`src/rtl/imem_port_arbiter.sv`:
```
// Instruction-memory port arbiter: loader byte writes vs. CPU word fetches.
// BOOT stalls the CPU until l_done; RUN arbitrates with a fetch starvation guard.
//
// Ports:
//   clk, rst              clock and synchronous active-high reset
//   l_valid/l_addr/l_data loader byte-write request; l_ready accepts it
//   l_done                one-cycle pulse, program fully loaded
//   f_req/f_addr          fetch request (even byte address); f_gnt accepts it
//   f_valid/f_instr       fetched word, one cycle after grant
//   f_err                 misaligned-fetch pulse, one cycle after grant
//   cpu_stall             high while booting
//   mem_*                 single memory port (1-cycle registered read data)
module imem_port_arbiter #(
  parameter int BUS_WIDTH = 16,
  parameter int MAX_WAIT  = 4
) (
  input  logic                 clk,
  input  logic                 rst,
  input  logic                 l_valid,
  input  logic [BUS_WIDTH-1:0] l_addr,
  input  logic [7:0]           l_data,
  output logic                 l_ready,
  input  logic                 l_done,
  input  logic                 f_req,
  input  logic [BUS_WIDTH-1:0] f_addr,
  output logic                 f_gnt,
  output logic                 f_valid,
  output logic [BUS_WIDTH-1:0] f_instr,
  output logic                 f_err,
  output logic                 cpu_stall,
  output logic                 mem_rd_en,
  output logic                 mem_wr_en,
  output logic [BUS_WIDTH-1:0] mem_addr,
  output logic [7:0]           mem_wdata,
  input  logic [BUS_WIDTH-1:0] mem_rdata
);

  localparam logic [0:0] BOOT = 1'b0;
  localparam logic [0:0] RUN  = 1'b1;

  localparam logic [7:0] WAIT_MAX = 8'(MAX_WAIT);

  logic [0:0] state;
  logic [7:0] wait_cnt;
  logic       rd_pend;
  logic       err_pend;

  logic in_run;
  logic starved;
  logic odd;
  logic f_win;
  logic l_win;

  always_comb begin
    in_run  = (state == RUN) && !rst;
    starved = f_req && (wait_cnt == WAIT_MAX);
    odd     = f_addr[0];
    // In BOOT fetch never wins, so the loader takes any valid write.
    f_win   = in_run && f_req && (starved || !l_valid);
    l_win   = !rst && l_valid && !f_win;
  end

  always_comb begin
    l_ready   = l_win;
    f_gnt     = f_win;
    mem_wr_en = l_win;
    // A misaligned fetch is granted but never touches memory.
    mem_rd_en = f_win && !odd;
    mem_addr  = '0;
    mem_wdata = '0;
    unique case (1'b1)
      mem_wr_en: begin
        mem_addr  = l_addr;
        mem_wdata = l_data;
      end
      mem_rd_en: begin
        mem_addr  = f_addr;
      end
      default: begin
      end
    endcase
  end

  // Reset drops any in-flight read or error immediately.
  assign f_valid   = rd_pend && !rst;
  assign f_err     = err_pend && !rst;
  assign f_instr   = mem_rdata;
  assign cpu_stall = (state == BOOT) || rst;

  always_ff @(posedge clk) begin
    if (rst) begin
      state    <= BOOT;
      wait_cnt <= '0;
      rd_pend  <= 1'b0;
      err_pend <= 1'b0;
    end else begin
      rd_pend  <= mem_rd_en;
      err_pend <= f_win && odd;
      if (state == BOOT) begin
        wait_cnt <= '0;
        if (l_done) begin
          state <= RUN;
        end
      end else if (f_win || !f_req) begin
        wait_cnt <= '0;
      end else if (wait_cnt != WAIT_MAX) begin
        wait_cnt <= wait_cnt + 8'd1;
      end
    end
  end

endmodule
```
`config.mk`:
```
export PLATFORM = sky130hd
export DESIGN_NAME = imem_port_arbiter
export DESIGN_NICKNAME = d
export VERILOG_FILES = /design/src/rtl/imem_port_arbiter.sv
export SDC_FILE = /design/constraint.sdc
export NUM_CORES = 1
export LEC_CHECK = 0
export CORE_ASPECT_RATIO = 1.25
export CORE_MARGIN = 2
export CORE_UTILIZATION = 60
export CTS_CLUSTER_DIAMETER = 100
export DETAILED_ROUTE_END_ITERATION = 12
export DONT_BUFFER_PORTS = 1
export PLACE_DENSITY = 0.84
export SLEW_MARGIN = 20
export SYNTH_ARGS = -nofsm -noshare
export SYNTH_HDL_FRONTEND = slang
export SYNTH_SLANG_ARGS = --single-unit
```
`constraint.sdc`:
```
create_clock -name clk -period 2.5 [get_ports clk]
set_input_delay 0.5 -clock clk [delete_from_list [all_inputs] [get_ports clk]]
set_output_delay 0.5 -clock clk [all_outputs]
set_load 0.05 [all_outputs]
```
Yosys cells after proc, flatten, opt, wreduce, memory -nomap -nowiden
Index checks and enable logic that the tools add are counted.
- flip-flop bits (word level): 11
- input bits: 61
- output and inout bits: 47
- bitwise operators: 1
- add/subtract/negate cells: 1
- reductions and logical operators: 19
- eq/ne operators: 2
- mux-type cells: 4
- operators with widths (kind ; number):
    $pmux 16 s2 ; 1
    $logic_and 1x1->1 ; 10
    $add 8x1->8 const B ; 1
    $eq 8x3->1 const B ; 1
    $mux 8 ; 1
    $ne 8x3->1 const B ; 1
    $logic_not 1->1 ; 5
    $logic_or 1x1->1 ; 3
    $reduce_or 3->1 ; 1
    $mux 1 ; 2
    $not 1->1 ; 1

Depth between registers and ports, before layout
- depth in word-level cells: 7
- depth in mapped cells: 6

Least setup slack after synthesis
OpenSTA, ideal clock, no wires.
- kind: register -> output
- from: reg wait_cnt[3]
- to: out mem_rd_en
- arrival time: 2.110 ns
- path buffers: 1
- setup slack: -0.110 ns
- stages on the path, launching flop included: 5
- cell sequence: dfxtp_1 > or3_4 > o21a_1 > buf_2 > nor3_1
- word-level cells in the longest chain between the ends: 5
- ends and longest elaborated chain (item ; line ; source):
    from (decl) ; 44 ; logic [7:0] wait_cnt;
    from (signal assigned) ; 107 ; wait_cnt <= wait_cnt + 8'd1;
    $eq 8x3->1 ; 56 ; starved = f_req && (wait_cnt == WAIT_MAX);
    $logic_and 1x1->1 ; 56 ;
    $logic_or 1x1->1 ; 59 ; f_win = in_run && f_req && (starved || !l_valid);
    $logic_and 1x1->1 ; 59 ;
    $logic_and 1x1->1 ; 68 ; mem_rd_en = f_win && !odd;
    to (decl) ; 31 ; output logic mem_rd_en,
No other way between the ends.

Worst setup path after layout
- from: reg wait_cnt[0]
- to: out mem_addr[3]
- word-level cells in the longest chain between the ends: 7
- elaborated cells between the ends (all ways): 8
- classes of those cells: eq/ne (1); mux (1); reduce/logical (6)
- ends and longest elaborated chain (item ; line ; source):
    $eq 8x3->1 ; 56 ;
    $logic_and 1x1->1 ; 56 ;
    $logic_or 1x1->1 ; 59 ;
    $logic_and 1x1->1 ; 59 ;
    $logic_not 1->1 ; 60 ; l_win = !rst && l_valid && !f_win;
    $logic_and 1x1->1 ; 60 ;
    named net l_ready ; 22 ; output logic l_ready,
    $pmux 16 s2 ; 71 ; unique case (1'b1)
    to (decl) ; 33 ; output logic [BUS_WIDTH-1:0] mem_addr,
The timed path passes the listed nets, and every way through them passes these cells.

==> flow_results.org <==
** Global route
- Across every metal layer, demand over resource in global routing totals between 20% and 30%.
- The via count of the first global-routing pass came to 865.
- The first global-routing pass estimated roughly 4.3 mm of wire.
- Summed over all layers, the global routing overflow is 0.
- Number of antenna violations at the first check in global routing :: 0
- Pin count of the biggest net entering global routing :: 21

** Floorplan
- Chip Width :: between 40 and 50 um
- Std cell rows :: 16
- Initial core utilization :: around two thirds
- Boundary Pins :: 108
- Measured along the y axis, the die boundary spans 50.82 um.
- Core footprint :: 0.001602 mm2
- Area of the die :: 0.002107 mm2

** Power
- Worst voltage drop across the vdd grid :: 0.2032 mV
- Dividing total power by cell area gives a power density of about 400 mW/mm2.
- In this run the static leakage power is between 0.4 and 0.5 nW.

** Drt
- Iteration-0 DRC Markers :: 32
- The detail route stage leaves a number of antenna-violating nets equal to 0.
- Via count :: between 900 and 1,000
- For this run, the detailed router's first-pass iteration total came to 4.
- After detailed routing, the total wire length is 2.876 mm.
- Average wire length per cell after detail routing :: 20.40 um
- In the routed layout, each cell is associated on average with a via count of between 6 and 7.
- After detailed routing, the number of remaining DRC violations is 0.

** Place
- Weighted congestion reported at the end of routability-driven placement :: about 0.73
- The number of placed instances, taps included, is 135.
- Number of buffer cells added on primary ports :: 0
- After detailed placement, the total cell area comes to 0.001072 mm2.
- Final HPWL DP :: 2.129 mm

** Yosys
- The synthesized netlist occupies a cell area of roughly 0.0011 mm2.
- The number of nets in the synthesized netlist is 182.
- In this run, synthesis inferred 0 flip-flops with an integrated enable.
- Cell taking the most area after synthesis :: sky130_fd_sc_hd__dfxtp_1
- For this run, the number of Yosys warnings is 0.
- Synth Area per Inst :: 8.843 um2
- Of the synthesized area, sequential elements account for 20.93%.
- Synthesized netlist cell count :: roughly 120
- For this run, the leading register cell type out of synthesis is sky130_fd_sc_hd__dfxtp_1.
- Number of unique standard cell types used by synthesis :: 31
- Main area contributors after synthesis :: sky130_fd_sc_hd__dfxtp_1, sky130_fd_sc_hd__o2bb2ai_2, sky130_fd_sc_hd__buf_4
- Cell with the most instances after synthesis :: sky130_fd_sc_hd__buf_4
- Synthesis inferred 11 register bits.
- FFs w/ async S/R, synth :: 0%
- Synth top area share :: a little over a fifth
- Counting instances in the post-synthesis netlist gives the leading cell types as sky130_fd_sc_hd__buf_4, sky130_fd_sc_hd__nand3b_1, sky130_fd_sc_hd__dfxtp_1.

** Finish
- The repair_antennas step left the layout with diodes totalling 0.
- Filler instances :: 134
- Final Instance Area :: around 0.0011 mm2
- Final Core Density :: 71.64%
- Number of nets in the final layout :: between 150 and 200
- Compared with the post-synthesis result, the final layout area differs by 9.037%.
- Post-layout instance count excluding filler cells :: 141
- Ratio of cells with drive above 1 in the final layout :: 39.84%

** Run status
- The flow ran to the end, and the final reports show no timing, DRC or antenna violations.

** CTS
- Clk Tree Root Cell :: sky130_fd_sc_hd__clkbuf_4
- Clock tree from TritonCTS :: done
- Clock-pin slew was measured on the worst setup and hold paths at 0.07 ns.
- Maximum count of clock buffers along a single path :: 2
- CTS HTree Levels :: 1
- The tree built by TritonCTS fans out to 11 sinks.
- Number of buffers created by CTS :: 3
- Post-CTS Repair Setup Buffers :: 0
- For the worst-skew pair, the clock arrives at the later sink with an insertion delay of 0.26 ns.

** STA
- Maximum clock skew at final layout :: about 0.0052 ns
- The final number of hold-violating endpoints is 0.
- Fraction of the cycle the final worst path needs :: around 100%
- Summed negative setup slack over all endpoints :: 0 ns
- Setup violations remaining at the end of the flow were counted as 0.
- Slew at the pin closest to its max-slew limit :: 0.6235 ns
- Slew Viols, Final :: 0
- Headroom to the max-slew limit came out at 58.25%.
- Timing would allow up to 407.3 MHz.
- Hold is met by 0.3068 ns.
- Minimum period implied by the final worst setup slack :: ~2.5 ns

** Critical path
- Type of the worst setup path :: flop to primary output
- Endpoint type of the worst setup path :: primary output
- The worst setup path is launched from a flop.
- Data on the critical path is required at its endpoint by 2.00 ns.
- In this run the worst path has a maximum fanout of 8.
- For the worst setup path, the data arrival time is 1.96 ns.

** Min path
- The worst hold path belongs to the class primary input to flop.

** Job
- Across the run, the number of max-cap violations was 0.
-- metal layers --
layer	wire (um)	GRT usage, %
met1	1117	32.75
met2	1370	41.41
met3	366	9.541
met4	21	8.065
met5	0	0
-- metrics by stage --
| stage | power (mW) | setup slack (ns) |
|---|---|---|
| 2_1_floorplan | 0.3772 | 0.1701 |
| 3_3_place_gp | 0.3270 | 0.2673 |
| 3_5_place_dp | 0.3288 | 0.2187 |
| 4_1_cts | 0.4471 | 0.04081 |
| 5_1_grt | 0.4634 | -0.005482 |
| 6_report | 0.4464 | 0.04495 |
-- state kept, by name, indices dropped and copies added (netlist names) --
register  cells
state         1
wait_cnt      8
err_pend      1
rd_pend       1
-- power breakdown --
part           switching, mW  internal (mW)  leakage [nW]
clock network         0.0550         0.0617        0.0150
logic                  0.105         0.0457         0.299
registers            0.00184          0.177        0.0890
total                  0.162          0.284         0.403
-- timing repair --
action                                  in CTS  in global routing
resized for setup                            0                  3
pin swaps                                    1                  1
gates cloned                                 1                  1
endpoints found under the setup margin      12                 20
hold buffers                                 0                  0
-- layout make-up --
class | count | area (um2) | area share [%]
Multi-Input combinational cell | 82 | 698.2 | 60.85
Sequential cell | 11 | 220.2 | 19.19
Timing Repair Buffer | 22 | 165.2 | 14.39
Clock buffer | 4 | 26.28 | 2.290
Tap cell | 18 | 22.52 | 1.963
Inverter | 4 | 15.01 | 1.309
-- logic make-up after synthesis --
group,after synthesis,synth area share (%)
and+or+nand+nor,51,32.23
buffers and inverters,28,17.83
AOI/OAI and AO/OA,24,24.14
DFF,11,20.93
adders and majority gates,2,2.378
xor gates and xnor gates,3,2.497
-- worst max-delay path: stages (launching register included) --
cell	delay, ns
sky130_fd_sc_hd__dfxtp_1	0.36
sky130_fd_sc_hd__inv_1	0.08
sky130_fd_sc_hd__ha_1	0.20
sky130_fd_sc_hd__nand4bb_4	0.17
sky130_fd_sc_hd__o311a_4	0.51
sky130_fd_sc_hd__o2bb2ai_1	0.17
sky130_fd_sc_hd__buf_4	0.20
-- cell usage in the layout (no fill, tap or decap), types with 3 or more instances in the layout --
cell / synthesis / layout
sky130_fd_sc_hd__buf_4: 17 / 22
sky130_fd_sc_hd__o2bb2ai_1: 6 / 6
sky130_fd_sc_hd__and2_4: 4 / 4
sky130_fd_sc_hd__clkbuf_4: 0 / 3
sky130_fd_sc_hd__nand3_1: 4 / 4
sky130_fd_sc_hd__o21ai_0: 3 / 3
sky130_fd_sc_hd__nor2_1: 7 / 7
sky130_fd_sc_hd__o2bb2ai_2: 9 / 9
sky130_fd_sc_hd__a21oi_1: 3 / 3
sky130_fd_sc_hd__and2_2: 5 / 5
sky130_fd_sc_hd__inv_1: 4 / 4
sky130_fd_sc_hd__dfxtp_1: 11 / 11
sky130_fd_sc_hd__or3_1: 3 / 3
sky130_fd_sc_hd__nand3b_1: 16 / 16
-- worst paths after layout --
path | start | to | slack (ns) | cells after the start
hold / removal | rst | state | 0.31 | 1
hold reg to reg | wait_cnt[7] | wait_cnt[7] | 0.49 | 2
setup / recovery | wait_cnt[0] | mem_addr[3] | 0.04 | 6
setup reg to reg | wait_cnt[0] | wait_cnt[5] | 0.87 | 5
Power figures use the tool's default switching activity.
